$ cat src/rtl/rv32_pipe_pkg.sv
//==============================================================================
// Module      : rv32_pipe_pkg
// Description : Shared encodings for the RV32I pipeline hazard controller:
//               forwarding mux selects, result-source codes and the
//               memory-wait FSM state type.
// Revision    : 1.0 - initial release
//==============================================================================
`default_nettype none

package rv32_pipe_pkg;

  // E-stage operand forwarding selects
  localparam logic [1:0] FWD_RF = 2'b00;  // register file value
  localparam logic [1:0] FWD_W  = 2'b01;  // W-stage result
  localparam logic [1:0] FWD_M  = 2'b10;  // M-stage ALU result

  // ResultSrc code identifying a load
  localparam logic [1:0] RESULT_SRC_MEM = 2'b01;

  // Memory-wait sequencer states
  typedef enum logic [0:0] {
    RUN      = 1'b0,
    MEM_WAIT = 1'b1
  } hazState_t;

endpackage : rv32_pipe_pkg

`default_nettype wire

$ cat src/rtl/hazard_ctrl_fwd_sel.sv
//==============================================================================
// Module      : fwd_sel
// Description : Combinational forwarding select for one E-stage operand.
//               M-stage result wins over W-stage result; x0 never forwards.
// Revision    : 1.0 - initial release
//==============================================================================
`default_nettype none

module fwd_sel (
  input  logic [4:0] rsE,
  input  logic [4:0] rdM,
  input  logic [4:0] rdW,
  input  logic       regWriteM,
  input  logic       regWriteW,
  output logic [1:0] fwdSel
);
  import rv32_pipe_pkg::*;

  // Pick the youngest in-flight producer of rsE
  always_comb begin
    fwdSel = FWD_RF;
    if (regWriteM && (rdM != 5'd0) && (rdM == rsE)) begin
      fwdSel = FWD_M;
    end else if (regWriteW && (rdW != 5'd0) && (rdW == rsE)) begin
      fwdSel = FWD_W;
    end
  end

endmodule : fwd_sel

`default_nettype wire

$ cat src/rtl/hazard_ctrl.sv
//==============================================================================
// Module      : hazard_ctrl
// Description : Hazard and stall controller for the five-stage RV32I core.
//               Priority: data-memory wait > taken branch > load-use stall.
//               Optional macro HAZARD_PERF_CNT_EN adds stall/flush counters.
// Revision    : 1.0 - initial release
//==============================================================================
`default_nettype none

module hazard_ctrl #(
  parameter int MAX_WAIT = 16
) (
  input  logic       clk,
  input  logic       rst_n,
  input  logic [4:0] Rs1D,
  input  logic [4:0] Rs2D,
  input  logic [4:0] Rs1E,
  input  logic [4:0] Rs2E,
  input  logic [4:0] RdE,
  input  logic [4:0] RdM,
  input  logic [4:0] RdW,
  input  logic       RegWriteM,
  input  logic       RegWriteW,
  input  logic [1:0] ResultSrcE,
  input  logic       PCSrcE,
  input  logic       MemAccessM,
  input  logic       dmem_ready,
  output logic       dmem_valid,
  output logic       StallF,
  output logic       StallD,
  output logic       StallE,
  output logic       StallM,
  output logic       FlushD,
  output logic       FlushE,
  output logic       FlushW,
  output logic [1:0] ForwardAE,
  output logic [1:0] ForwardBE,
  output logic       mem_err
`ifdef HAZARD_PERF_CNT_EN
  ,
  output logic [31:0] stall_cycles,
  output logic [31:0] flush_events
`endif
);
  import rv32_pipe_pkg::*;

  // Last counter value before the access is aborted
  localparam logic [7:0] c_waitLast = 8'(MAX_WAIT - 1);

  hazState_t  r_state;
  logic [7:0] r_waitCnt;
  logic       r_memErr;

  logic       w_memStall;
  logic       w_timeout;
  logic       w_loadUse;
  logic [1:0] w_fwdA;
  logic [1:0] w_fwdB;

  // Timeout cycle itself is not stalled: the M instruction is let go
  assign w_timeout  = (r_state == MEM_WAIT) && !dmem_ready && (r_waitCnt == c_waitLast);

  assign w_memStall = ((r_state == MEM_WAIT) && !dmem_ready && (r_waitCnt != c_waitLast)) ||
                      ((r_state == RUN) && MemAccessM && !dmem_ready);

  assign w_loadUse  = (ResultSrcE == RESULT_SRC_MEM) && (RdE != 5'd0) &&
                      ((RdE == Rs1D) || (RdE == Rs2D));

  fwd_sel u_fwdA (
    .rsE       (Rs1E),
    .rdM       (RdM),
    .rdW       (RdW),
    .regWriteM (RegWriteM),
    .regWriteW (RegWriteW),
    .fwdSel    (w_fwdA)
  );

  fwd_sel u_fwdB (
    .rsE       (Rs2E),
    .rdM       (RdM),
    .rdW       (RdW),
    .regWriteM (RegWriteM),
    .regWriteW (RegWriteW),
    .fwdSel    (w_fwdB)
  );

  // Memory-wait sequencer, wait counter and sticky timeout flag
  always_ff @(posedge clk or negedge rst_n) begin
    if (!rst_n) begin
      r_state   <= RUN;
      r_waitCnt <= 8'd0;
      r_memErr  <= 1'b0;
    end else begin
      case (r_state)
        RUN: begin
          if (MemAccessM && !dmem_ready) begin
            r_state   <= MEM_WAIT;
            r_waitCnt <= 8'd0;
          end
        end
        MEM_WAIT: begin
          if (dmem_ready) begin
            r_state <= RUN;
          end else if (w_timeout) begin
            r_state  <= RUN;
            r_memErr <= 1'b1;
          end else begin
            r_waitCnt <= r_waitCnt + 8'd1;
          end
        end
        default: r_state <= RUN;
      endcase
    end
  end

  assign mem_err = r_memErr;

  // Zero-latency stall/flush/forward decode; reset forces bubbles into D and E
  always_comb begin
    StallF     = 1'b0;
    StallD     = 1'b0;
    StallE     = 1'b0;
    StallM     = 1'b0;
    FlushD     = 1'b1;
    FlushE     = 1'b1;
    FlushW     = 1'b0;
    dmem_valid = 1'b0;
    ForwardAE  = FWD_RF;
    ForwardBE  = FWD_RF;
    if (rst_n) begin
      ForwardAE = w_fwdA;
      ForwardBE = w_fwdB;
      if (w_memStall) begin
        StallF     = 1'b1;
        StallD     = 1'b1;
        StallE     = 1'b1;
        StallM     = 1'b1;
        FlushD     = 1'b0;
        FlushE     = 1'b0;
        FlushW     = 1'b1;
        dmem_valid = 1'b1;
      end else begin
        // A taken branch discards D, so a load-use stall on it is pointless
        StallF     = w_loadUse && !PCSrcE;
        StallD     = w_loadUse && !PCSrcE;
        FlushD     = PCSrcE;
        FlushE     = w_loadUse || PCSrcE;
        dmem_valid = MemAccessM;
      end
    end
  end

`ifdef HAZARD_PERF_CNT_EN
  logic [31:0] r_stallCycles;
  logic [31:0] r_flushEvents;

  // Free-running wrap-around event counters
  always_ff @(posedge clk or negedge rst_n) begin
    if (!rst_n) begin
      r_stallCycles <= 32'd0;
      r_flushEvents <= 32'd0;
    end else begin
      if (StallF) r_stallCycles <= r_stallCycles + 32'd1;
      if (FlushE) r_flushEvents <= r_flushEvents + 32'd1;
    end
  end

  assign stall_cycles = r_stallCycles;
  assign flush_events = r_flushEvents;
`endif

endmodule : hazard_ctrl

`default_nettype wire

$ cat config.mk
export PLATFORM = sky130hd
export DESIGN_NAME = hazard_ctrl
export DESIGN_NICKNAME = d
export VERILOG_FILES = /design/src/rtl/rv32_pipe_pkg.sv /design/src/rtl/hazard_ctrl_fwd_sel.sv /design/src/rtl/hazard_ctrl.sv
export SDC_FILE = /design/constraint.sdc
export NUM_CORES = 1
export LEC_CHECK = 0
export CAP_MARGIN = 5
export CORE_MARGIN = 3
export CORE_UTILIZATION = 25
export CTS_CLUSTER_SIZE = 25
export DETAILED_ROUTE_END_ITERATION = 16
export GPL_ROUTABILITY_DRIVEN = 0
export PLACE_DENSITY = 0.59
export SLEW_MARGIN = 20
export SYNTH_ARGS = -nofsm -noshare
export SYNTH_HDL_FRONTEND = slang
export SYNTH_SLANG_ARGS = --single-unit
$ cat constraint.sdc
create_clock -name clk -period 5.5 [get_ports clk]
set_input_delay 1.1 -clock clk [delete_from_list [all_inputs] [get_ports clk]]
set_output_delay 1.1 -clock clk [all_outputs]
set_load 0.05 [all_outputs]
==> results of run 1 <==
-- worst min-delay path by stage --
stage	start	to	slack, ps	cells after the start
2_1_floorplan	r_waitCnt[1]	r_waitCnt[1]	500	1
3_5_place_dp	mem_err	mem_err	450	1
4_1_cts	mem_err	mem_err	460	1
6_report	mem_err	mem_err	460	1
3_3_place_gp	mem_err	mem_err	440	1
5_1_grt	mem_err	mem_err	480	1
-- layout by cell type, fill, tap and decap left out, types with 2 or more instances in the layout --
master / netlist / layout
a21oi_1: 8 / 8
and2_1: 2 / 2
clkbuf_8: 0 / 3
clkdlybuf4s50_1: 0 / 56
dfrtp_1: 10 / 10
inv_1: 3 / 3
nand2_1: 6 / 6
nand2b_1: 2 / 2
nand3_1: 4 / 4
nor2_1: 11 / 11
nor3_1: 3 / 3
nor4_1: 5 / 5
o211ai_1: 3 / 3
o21ai_0: 5 / 5
or3_1: 2 / 2
or4_1: 6 / 6
xnor2_1: 6 / 6
xor2_1: 26 / 26
-- registers in the layout, indices dropped and copies added, names as in the netlist --
name and cells:
mem_err 1, r_state 1, r_waitCnt 8
-- cell usage after synthesis (all sizes together) --
cell type  count
xor2          26
nor2          11
dfrtp         10
a21oi          8
nand2          6
or4            6
xnor2          6
nor4           5
o21ai          5
buf            4
nand3          4
inv            3
nor3           3
o211ai         3
and2           2
nand2b         2
or3            2
a21o           1
a22o           1
a22oi          1
a311o          1
and3           1
ha             1
nand3b         1
nand4          1
nor2b          1
nor3b          1
o22ai          1
o31ai          1
or2            1
-- final cells by class --
type,instances,share of cell area
Multi-Input combinational cell,102,0.423
Timing Repair Buffer,57,0.352
Inverter,3,0.00698
Tap cell,48,0.0372
Clock buffer,3,0.0256
Sequential cell,10,0.155
-- through the flow --
step	std cells	setup slack [ps]	area, µm²
6_report	223	750	1610
5_1_grt	223	747	1610
4_1_cts	223	820	1610
3_5_place_dp	220	810	1570
3_3_place_gp	220	873	1570
2_1_floorplan	119	949	977
-- kinds of logic (layout without fill, tap and decap cells) --
logic type               after synthesis  count (layout)  synth area share
AO/OA/AOI/OAI                         22              22             0.140
AND/OR/NAND/NOR                       47              47             0.259
XOR/XNOR                              32              32             0.287
adder cells (fa/ha/maj)                1               1            0.0128
flip-flops                            10              10             0.256
buffers and inverters                  7              63            0.0461
-- power by group through the flow --
stage	clock (µW)	sequential (µW)	combinational, µW
after detailed placement	0	83.1	99.3
after global placement	0	83.0	98.6
after global routing	81.2	82.9	108
after CTS	77.5	81.9	99.7
after floorplan	0	82.2	47.8
final	75.1	82.1	98.9
-- per-layer routing --
layer	up-vias	wire length, µm	track usage
li1	534	-	-
met1	491	1100	0.150
met2	31	1560	0.250
met3	2	164	0.0292
met4	0	12	0.0149
met5	-	0	0
==> impl_metrics.py, run 1 <==
metrics = {
    "status": {
        "status": "completed",
    },
    "setup_path": {
        "cp_slowest_cell": "clkdlybuf4s50_1",
        "path_cells": "clkdlybuf4s50_1 -> or4_1 -> o21ai_0 -> nor4_1 -> nor4_1 -> clkdlybuf4s50_1",
        "crit_buf_inv": 2,
        "worstPathArrival_ps": 3650,
        "worstSetupPathDepth": 6,
        "critical_path.max_stage_delay_ps": 870,
        "cp_max_fo": 3,
        "rr_endpoint": "r_waitCnt[5]",
        "cp-end-kind": "output pin",
        "ff2ff_setup_slack_ps": 3570,
        "cp-start-kind": "input pin",
        "startpoint": "RdM[1]",
        "reg2reg_from": "r_waitCnt[0]",
        "path_class": "input pin to output pin",
        "crit_end": "ForwardBE[0]",
        "ff2ff_path_depth": 5,
        "worst_ep_required_time_ps": 4400,
        "crit_family": "buffers and inverters",
    },
    "sta": {
        "fin_hold_ws_ps": 456,
        "setup_viol": 0,
        "rsz0062_at_grt": "no",
        "min_period_over_period": 0.864,
        "max-slew-margin-rel": 0.493,
        "period_needed_ps": 4750,
        "setup-tns-final_ps": 0,
        "slew_viol_final": 0,
        "hold_viol_final": 0,
        "tightestPinTransition_ps": 758,
        "fmax_mhz": 211,
        "finClkSkew_ps": 6.28,
    },
    "yosys": {
        "yosysTopAreaCell": "dfrtp_1",
        "syn_avg_cell_area_um2": 8.21,
        "synth_cell_type_count": 31,
        "syn_nets": 164,
        "ys_ff_latch": 10,
        "ys_seq_area_frac": 0.256,
        "syn_inst": 119,
        "synth_area_leaders": "dfrtp_1 (26%), xor2_1 (23%), xnor2_1 (5.4%)",
        "yosysWarnings": 0,
        "netlist.area_leader.share": 0.256,
        "syn_area_um2": 977,
    },
    "cts": {
        "clockRootBuffer": "clkbuf_8",
        "post_cts.repair.setup_buffers": 0,
        "cts_tree": "built",
        "clk_pin_slew_worst_paths_ps": 50,
        "cts_resized": 0,
        "cts_max_level": 1,
        "cts_sinks": 10,
        "hold_buffers": 0,
        "cts_buffers": 3,
        "clock_latency_ps": 230,
        "clockBufferDepth": 2,
    },
    "global_routing": {
        "grt_pass1_vias": 1045,
        "antenna_found_initial": 0,
        "grt_max_degree": 17,
        "grt_pass1_wl_um": 4690,
        "gr-total-overflow": 0,
        "grt.total_usage": 0.131,
    },
    "run": {
        "drv_cap": 0,
    },
    "drt": {
        "initialDrtViolationCount": 55,
        "routedWlPerCell_um": 12.7,
        "route.vias.total": 1058,
        "drtPass1Iterations": 4,
        "avgViaCountPerCell": 4.74,
        "antenna_left": 0,
        "drc": 0,
        "routed_wl_um": 2840,
    },
    "pwr": {
        "p_seq_frac": 0.320,
        "pwr-share-clk": 0.293,
        "combPwrFrac": 0.386,
        "power_density_nw_per_um2": 159,
        "p_switching_uw": 78.1,
        "cellLeakagePower_uw": 0.000640,
        "p_int_uw": 178,
        "switching_share": 0.305,
        "irDropWorstVdd_mv": 0.0765,
        "finalPower_uw": 256,
    },
    "worst_hold_path": {
        "min-delay-path-class": "flop to flop",
    },
    "cells_and_area": {
        "nets": 222,
        "areaGrowthSynthToFinish_pct": 65.0,
        "fill_cells": 374,
        "multiInputGateArea_um2": 682,
        "drive_gt1_frac": 0.0343,
        "post-route-util": 0.434,
        "n_antenna_cell": 0,
        "regArea_um2": 250,
    },
    "floorplanning": {
        "fp-row-count": 22,
        "num_io_pins": 57,
        "die_y_um": 68.5,
        "core_area_um2": 3720,
        "die_width_um": 68.5,
        "die_area_um2": 4690,
        "start_util": 0.263,
    },
    "placed_design": {
        "post-dp-hpwl_um": 2490,
        "io_buffers": 56,
    },
}
(Power assumes the default switching activity.)
==> run 2, diff against run 1 <==
CAP_MARGIN = 20   (was 5)
CTS_CLUSTER_DIAMETER = 40   (was default)
SLEW_MARGIN = default   (was 20)
==> results of run 2 <==
No change in the layout: final DEF, timing and power equal those of run 1.
==> run 3, diff against run 2 <==
CTS_BUF_LIST = sky130_fd_sc_hd__clkbuf_2   (was default)
==> impl_metrics.py, run 3 (synthesis results as in run 1) <==
metrics = {
    "sta": {
        "setup_ws_ps": 750,
        "min_period_over_period": 0.864,
        "finClkSkew_ps": 12.7,
        "max-slew-margin-rel": 0.509,
        "setup-tns-final_ps": 0,
        "fmax_mhz": 211,
        "hold_viol_final": 0,
        "setup_viol": 0,
        "rsz0062_at_grt": "no",
        "tightestPinTransition_ps": 735,
        "slew_viol_final": 0,
        "period_needed_ps": 4750,
    },
    "cells_and_area": {
        "largest_register_ffs": 8,
        "largest_register": "r_waitCnt",
        "nets": 222,
        "fill_cells": 377,
        "layout_commonest_cell": "clkdlybuf4s50_1",
        "final_cell_mix": "clkdlybuf4s50_1 (56), xor2_1 (26), nor2_1 (11)",
        "n_antenna_cell": 0,
        "drive_gt1_frac": 0.0343,
        "areaGrowthSynthToFinish_pct": 62.4,
    },
    "global_routing": {
        "gr-total-overflow": 0,
        "gr-usage-met2": 0.250,
        "grt_max_degree": 17,
        "grt_pass1_wl_um": 4680,
        "grt_pass1_vias": 1044,
        "grt.total_usage": 0.130,
        "grt_use_met3": 0.0243,
        "antenna_found_initial": 0,
        "use_met1": 0.150,
        "busiest_layer": "met2",
    },
    "pwr": {
        "cellLeakagePower_uw": 0.000631,
        "irDropWorstVdd_mv": 0.0494,
        "power_density_nw_per_um2": 139,
        "finalPower_uw": 221,
    },
    "floorplanning": {
        "core_area_um2": 3720,
        "num_io_pins": 57,
        "start_util": 0.263,
        "fp-row-count": 22,
        "die_area_um2": 4690,
        "die_y_um": 68.5,
        "die_width_um": 68.5,
    },
    "setup_path": {
        "worst_ep_required_time_ps": 4400,
        "path_cells": "clkdlybuf4s50_1 -> or4_1 -> o21ai_0 -> nor4_1 -> nor4_1 -> clkdlybuf4s50_1",
        "critical_path.max_stage_delay_ps": 870,
        "cp_slowest_cell": "clkdlybuf4s50_1",
        "cp_max_fo": 3,
        "path_class": "input pin to output pin",
        "crit_buf_inv": 2,
        "crit_family": "buffers and inverters",
        "cp-end-kind": "output pin",
        "cp-start-kind": "input pin",
        "worstPathArrival_ps": 3650,
    },
    "drt": {
        "drc": 0,
        "avgViaCountPerCell": 4.76,
        "initialDrtViolationCount": 49,
        "drtPass1Iterations": 4,
        "route.vias.total": 1061,
        "routed_wl_um": 2850,
        "routedWlPerCell_um": 12.8,
        "antenna_left": 0,
    },
    "run": {
        "drv_cap": 0,
    },
    "status": {
        "status": "completed",
    },
    "cts": {
        "cts_resized": 0,
        "clockBufferDepth": 2,
        "clock_latency_ps": 260,
        "cts_max_level": 1,
        "clk_pin_slew_worst_paths_ps": 110,
        "cts_sinks": 10,
        "cts_tree": "built",
        "hold_buffers": 0,
        "cts_buffers": 3,
        "clockRootBuffer": "clkbuf_2",
        "post_cts.repair.setup_buffers": 0,
    },
    "worst_hold_path": {
        "min-delay-path-class": "flop to flop",
    },
    "placed_design": {
        "post-dp-hpwl_um": 2490,
        "preCtsSetupSlack_ps": 810,
        "io_buffers": 56,
    },
}
-- run 3: cell counts in the layout (fill, tap and decap cells not counted) --
Identical to the previous run, type by type.
-- run 3: final timing paths --
check | from | end | slack [ps] | cells past startpoint
max in group asynchronous | rst_n | r_state | 4120 | 2
hold reg to reg | mem_err | mem_err | 470 | 1
hold / removal | mem_err | mem_err | 470 | 1
setup / recovery | RdM[1] | ForwardBE[0] | 750 | 6
setup reg to reg | r_waitCnt[4] | r_waitCnt[5] | 3560 | 4
min in group asynchronous | rst_n | r_waitCnt[6] | 1190 | 2
-- run 3: where the power goes --
group | internal (µW) | switching (µW) | leakage (µW)
Combinational | 52.1 | 46.8 | 0.000483
Clock | 14.9 | 25.2 | 0.0000125
Sequential | 77.7 | 4.01 | 0.000136
-- run 3: per-stage QoR --
stage          std cells  hold WS [ps]   util  cell area, µm²
6_report             223           469  0.427            1590
5_1_grt              223           500  0.427            1590
4_1_cts              223           474  0.427            1590
3_5_place_dp         220           454  0.423            1570
3_3_place_gp         220           442  0.423            1570
2_1_floorplan        119           504      -             977
-- run 3: area by class of cell --
type                       count  area (µm²)  share of cell area
multi-input combinational    102         682               0.430
timing repair buffer          57         568               0.358
tap                           48        60.1              0.0379
inverter                       3        11.3             0.00710
sequential                    10         250               0.158
clock buffer                   3        15.0             0.00946
-- run 3: routing by layer --
layer	up-vias	part of all wire
met5	-	0
met4	0	0.0046
met3	2	0.065
met2	34	0.55
met1	490	0.38
li1	535	-
==> RTL change (settings of run 1) <==
Build with the macro `HAZARD_PERF_CNT_EN` defined.
--- a/src/rtl/hazard_ctrl.sv
+++ b/src/rtl/hazard_ctrl.sv
@@ -7,4 +7,6 @@
 //==============================================================================
 `default_nettype none
+
+`define HAZARD_PERF_CNT_EN
 
 module hazard_ctrl #(
Behaviour (old outputs only; new: flush_events and stall_cycles): unchanged (equiv_simple and equiv_induct, registers matched by name and starting in step).
==> RTL change against run 1 <==
Combinational power rose to 6.8 times the old value; largest power group is now registers; highest routed layer unchanged; routed wire length rose to 3.7 times the old value; sequential cell count rose by 64; non-clock buffer count rose by 70; final area rose to 3.6 times the old value; total power rose to 7.8 times the old value; final cell count rose to 3.2 times the old value; critical endpoint unchanged; setup slack improved by 0.0066 ns; synthesized area rose to 4.1 times the old value.
==> RTL change: results (changes against run 1) <==
Status:
- Status: completed (unchanged).

Yosys:
- The distinct cell type count after synthesis is 43 (was 31).
- Largest cells by area after synthesis: sky130_fd_sc_hd__dfrtp_1, sky130_fd_sc_hd__xor2_1, sky130_fd_sc_hd__xnor2_1, sky130_fd_sc_hd__nand3_1, sky130_fd_sc_hd__nand4_1 (was sky130_fd_sc_hd__dfrtp_1, sky130_fd_sc_hd__xor2_1, sky130_fd_sc_hd__xnor2_1, sky130_fd_sc_hd__or4_1, sky130_fd_sc_hd__nor2_1).
- List of most frequent post-synthesis cells: sky130_fd_sc_hd__dfrtp_1, sky130_fd_sc_hd__xor2_1, sky130_fd_sc_hd__xnor2_1 (was sky130_fd_sc_hd__xor2_1, sky130_fd_sc_hd__nor2_1, sky130_fd_sc_hd__dfrtp_1).
- The sequential share of the synthesized area is 45.89% (was 25.61%).
- The mean area per synthesized cell is 10.65 sq um (was 8.212 sq um).
- The net count after synthesis is 426 (was 164).

Clock tree:
- The CTS root buffer is sky130_fd_sc_hd__clkbuf_16 (was sky130_fd_sc_hd__clkbuf_8).
- The later-pin clock latency in the skew report is 0.34 ns (was 0.23 ns).
- The count of H-tree levels built during CTS came to 3 (was 1).
- The total CTS buffers came to 9 (was 3).

Global route:
- The pin count of the biggest net entering global routing is 59 (was 17).
- The global-route wire length before repair is 17.71 mm (was 4.685 mm).
- The total global routing track utilization is 12.26% (was 13.08%).
- The via count of the first global-routing pass was 3463 (was 1045).

Power and ir drop:
- The static power due to leakage is 2.314 nW (was 0.6401 nW).

Timing:
- The slew at the pin closest to its max-slew limit was 0.7360 ns (was 0.7582 ns).
- The final hold slack was 0.4682 ns (was 0.4556 ns).
- The worst clock skew on the final layout came to 0.009002 ns (was 0.006280 ns).

Placement:
- The worst setup slack before clock tree synthesis is 0.7759 ns (was 0.8103 ns).
- The detailed placer's ending HPWL is 7.729 mm (was 2.488 mm).
- The number of buffer cells added on primary ports is 120 (was 56).
- The total cell area at the placement stage came to 5492 sq um (was 1572 sq um).
- The instance count after placement with tap cells included was 703 (was 220).

Detailed routing:
- The wire length on met2 is 4.936 mm (was 1.560 mm).
- The met3 layer wire length in the routed design was 925 microns (was 164 microns).
- The number of DRC markers in iteration 0 is 104 (was 55).
- The routed metal-1 wirelength is 4.616 mm (was 1.102 mm).
- The post-detailed-route wirelength per cell is 14.65 microns (was 12.73 microns).

Finish:
- The number of nets at the end of the flow is 550 (was 222).
- The total of fill cells in the finished design is 1520 (was 374).

Setup path:
- The slack of the worst reg-to-reg path is 3.05 ns (was 3.57 ns).
[RTL change: cell types whose count changed after synthesis, moves of 9 or more]
cell,delta
sky130_fd_sc_hd__nand2_1,+17
sky130_fd_sc_hd__nand4_1,+20
sky130_fd_sc_hd__xor2_1,+27
sky130_fd_sc_hd__xnor2_1,+38
sky130_fd_sc_hd__dfrtp_1,+64
sky130_fd_sc_hd__nor3_1,+15
sky130_fd_sc_hd__nor4_2,+9
sky130_fd_sc_hd__nand3_1,+26
sky130_fd_sc_hd__and3_1,+11
sky130_fd_sc_hd__nor2_1,+10
[RTL change: cell type report]
type | instances | area [sq um] | area share, %
Multi-Input combinational cell | 283 | 2077 | 35.82
Sequential cell | 74 | 1852 | 31.94
Timing Repair Buffer | 127 | 1269 | 21.88
Tap cell | 211 | 264.0 | 4.553
Clock buffer | 12 | 256.5 | 4.424
Clock inverter | 4 | 50.05 | 0.8632
Inverter | 8 | 30.03 | 0.5179
[RTL change: metal layers]
layer  GRT usage (%)  vias up
met1           15.50     1602
li1                -     1582
met5               0        -
met3           5.589        5
met2           19.33      114
met4           2.540        0
[RTL change: logic make-up (layout without fill, tap and decap cells)]
kind of cell / after synthesis / in the layout / synth area share [%]
AO/OA/AOI/OAI: 16 / 16 / 3.473
XOR/XNOR: 97 / 97 / 21.05
adder cells (fa/ha/maj): 3 / 3 / 0.9303
buffers and inverters: 22 / 151 / 2.852
flip-flops: 74 / 74 / 45.89
multiplexers: 2 / 2 / 0.5581
AND/OR/NAND/NOR: 165 / 165 / 25.24
[RTL change: report_power, final]
| part | internal [W] | leakage (nW) | total (W) | switching (W) |
|---|---|---|---|---|
| registers | 0.000621 | 0.933 | 0.000725 | 0.000104 |
| logic | 0.000244 | 1.24 | 0.000677 | 0.000433 |
| clock network | 0.000375 | 0.145 | 0.000603 | 0.000228 |
| total | 0.00124 | 2.31 | 0.00201 | 0.000766 |
[RTL change: worst paths after layout]
kind,start,cells past startpoint,end
max,RdM[0],6,ForwardBE[0]
min,mem_err,1,mem_err
max reg2reg,r_waitCnt[0],10,stall_cycles[14]
min reg2reg,mem_err,1,mem_err
max in group asynchronous,rst_n,2,flush_events[30]
min in group asynchronous,rst_n,1,r_waitCnt[2]
[RTL change: per-stage QoR]
step	power, W	utilization (%)
after floorplan	0.001154	-
after global placement	0.001411	35.47
after detailed placement	0.001421	35.47
after CTS	0.002041	37.45
after global routing	0.002110	37.45
final	0.002005	37.45
[RTL change: worst register-to-register path: cells and delay by family (launching register included)]
family / cells / cell delay, ns
xor gates and xnor gates: 1 / 0.16
AOI/OAI and AO/OA: 3 / 0.67
and+or+nand+nor: 2 / 0.36
buffers and inverters: 3 / 0.53
adders and majority gates: 1 / 0.21
DFF: 1 / 0.40
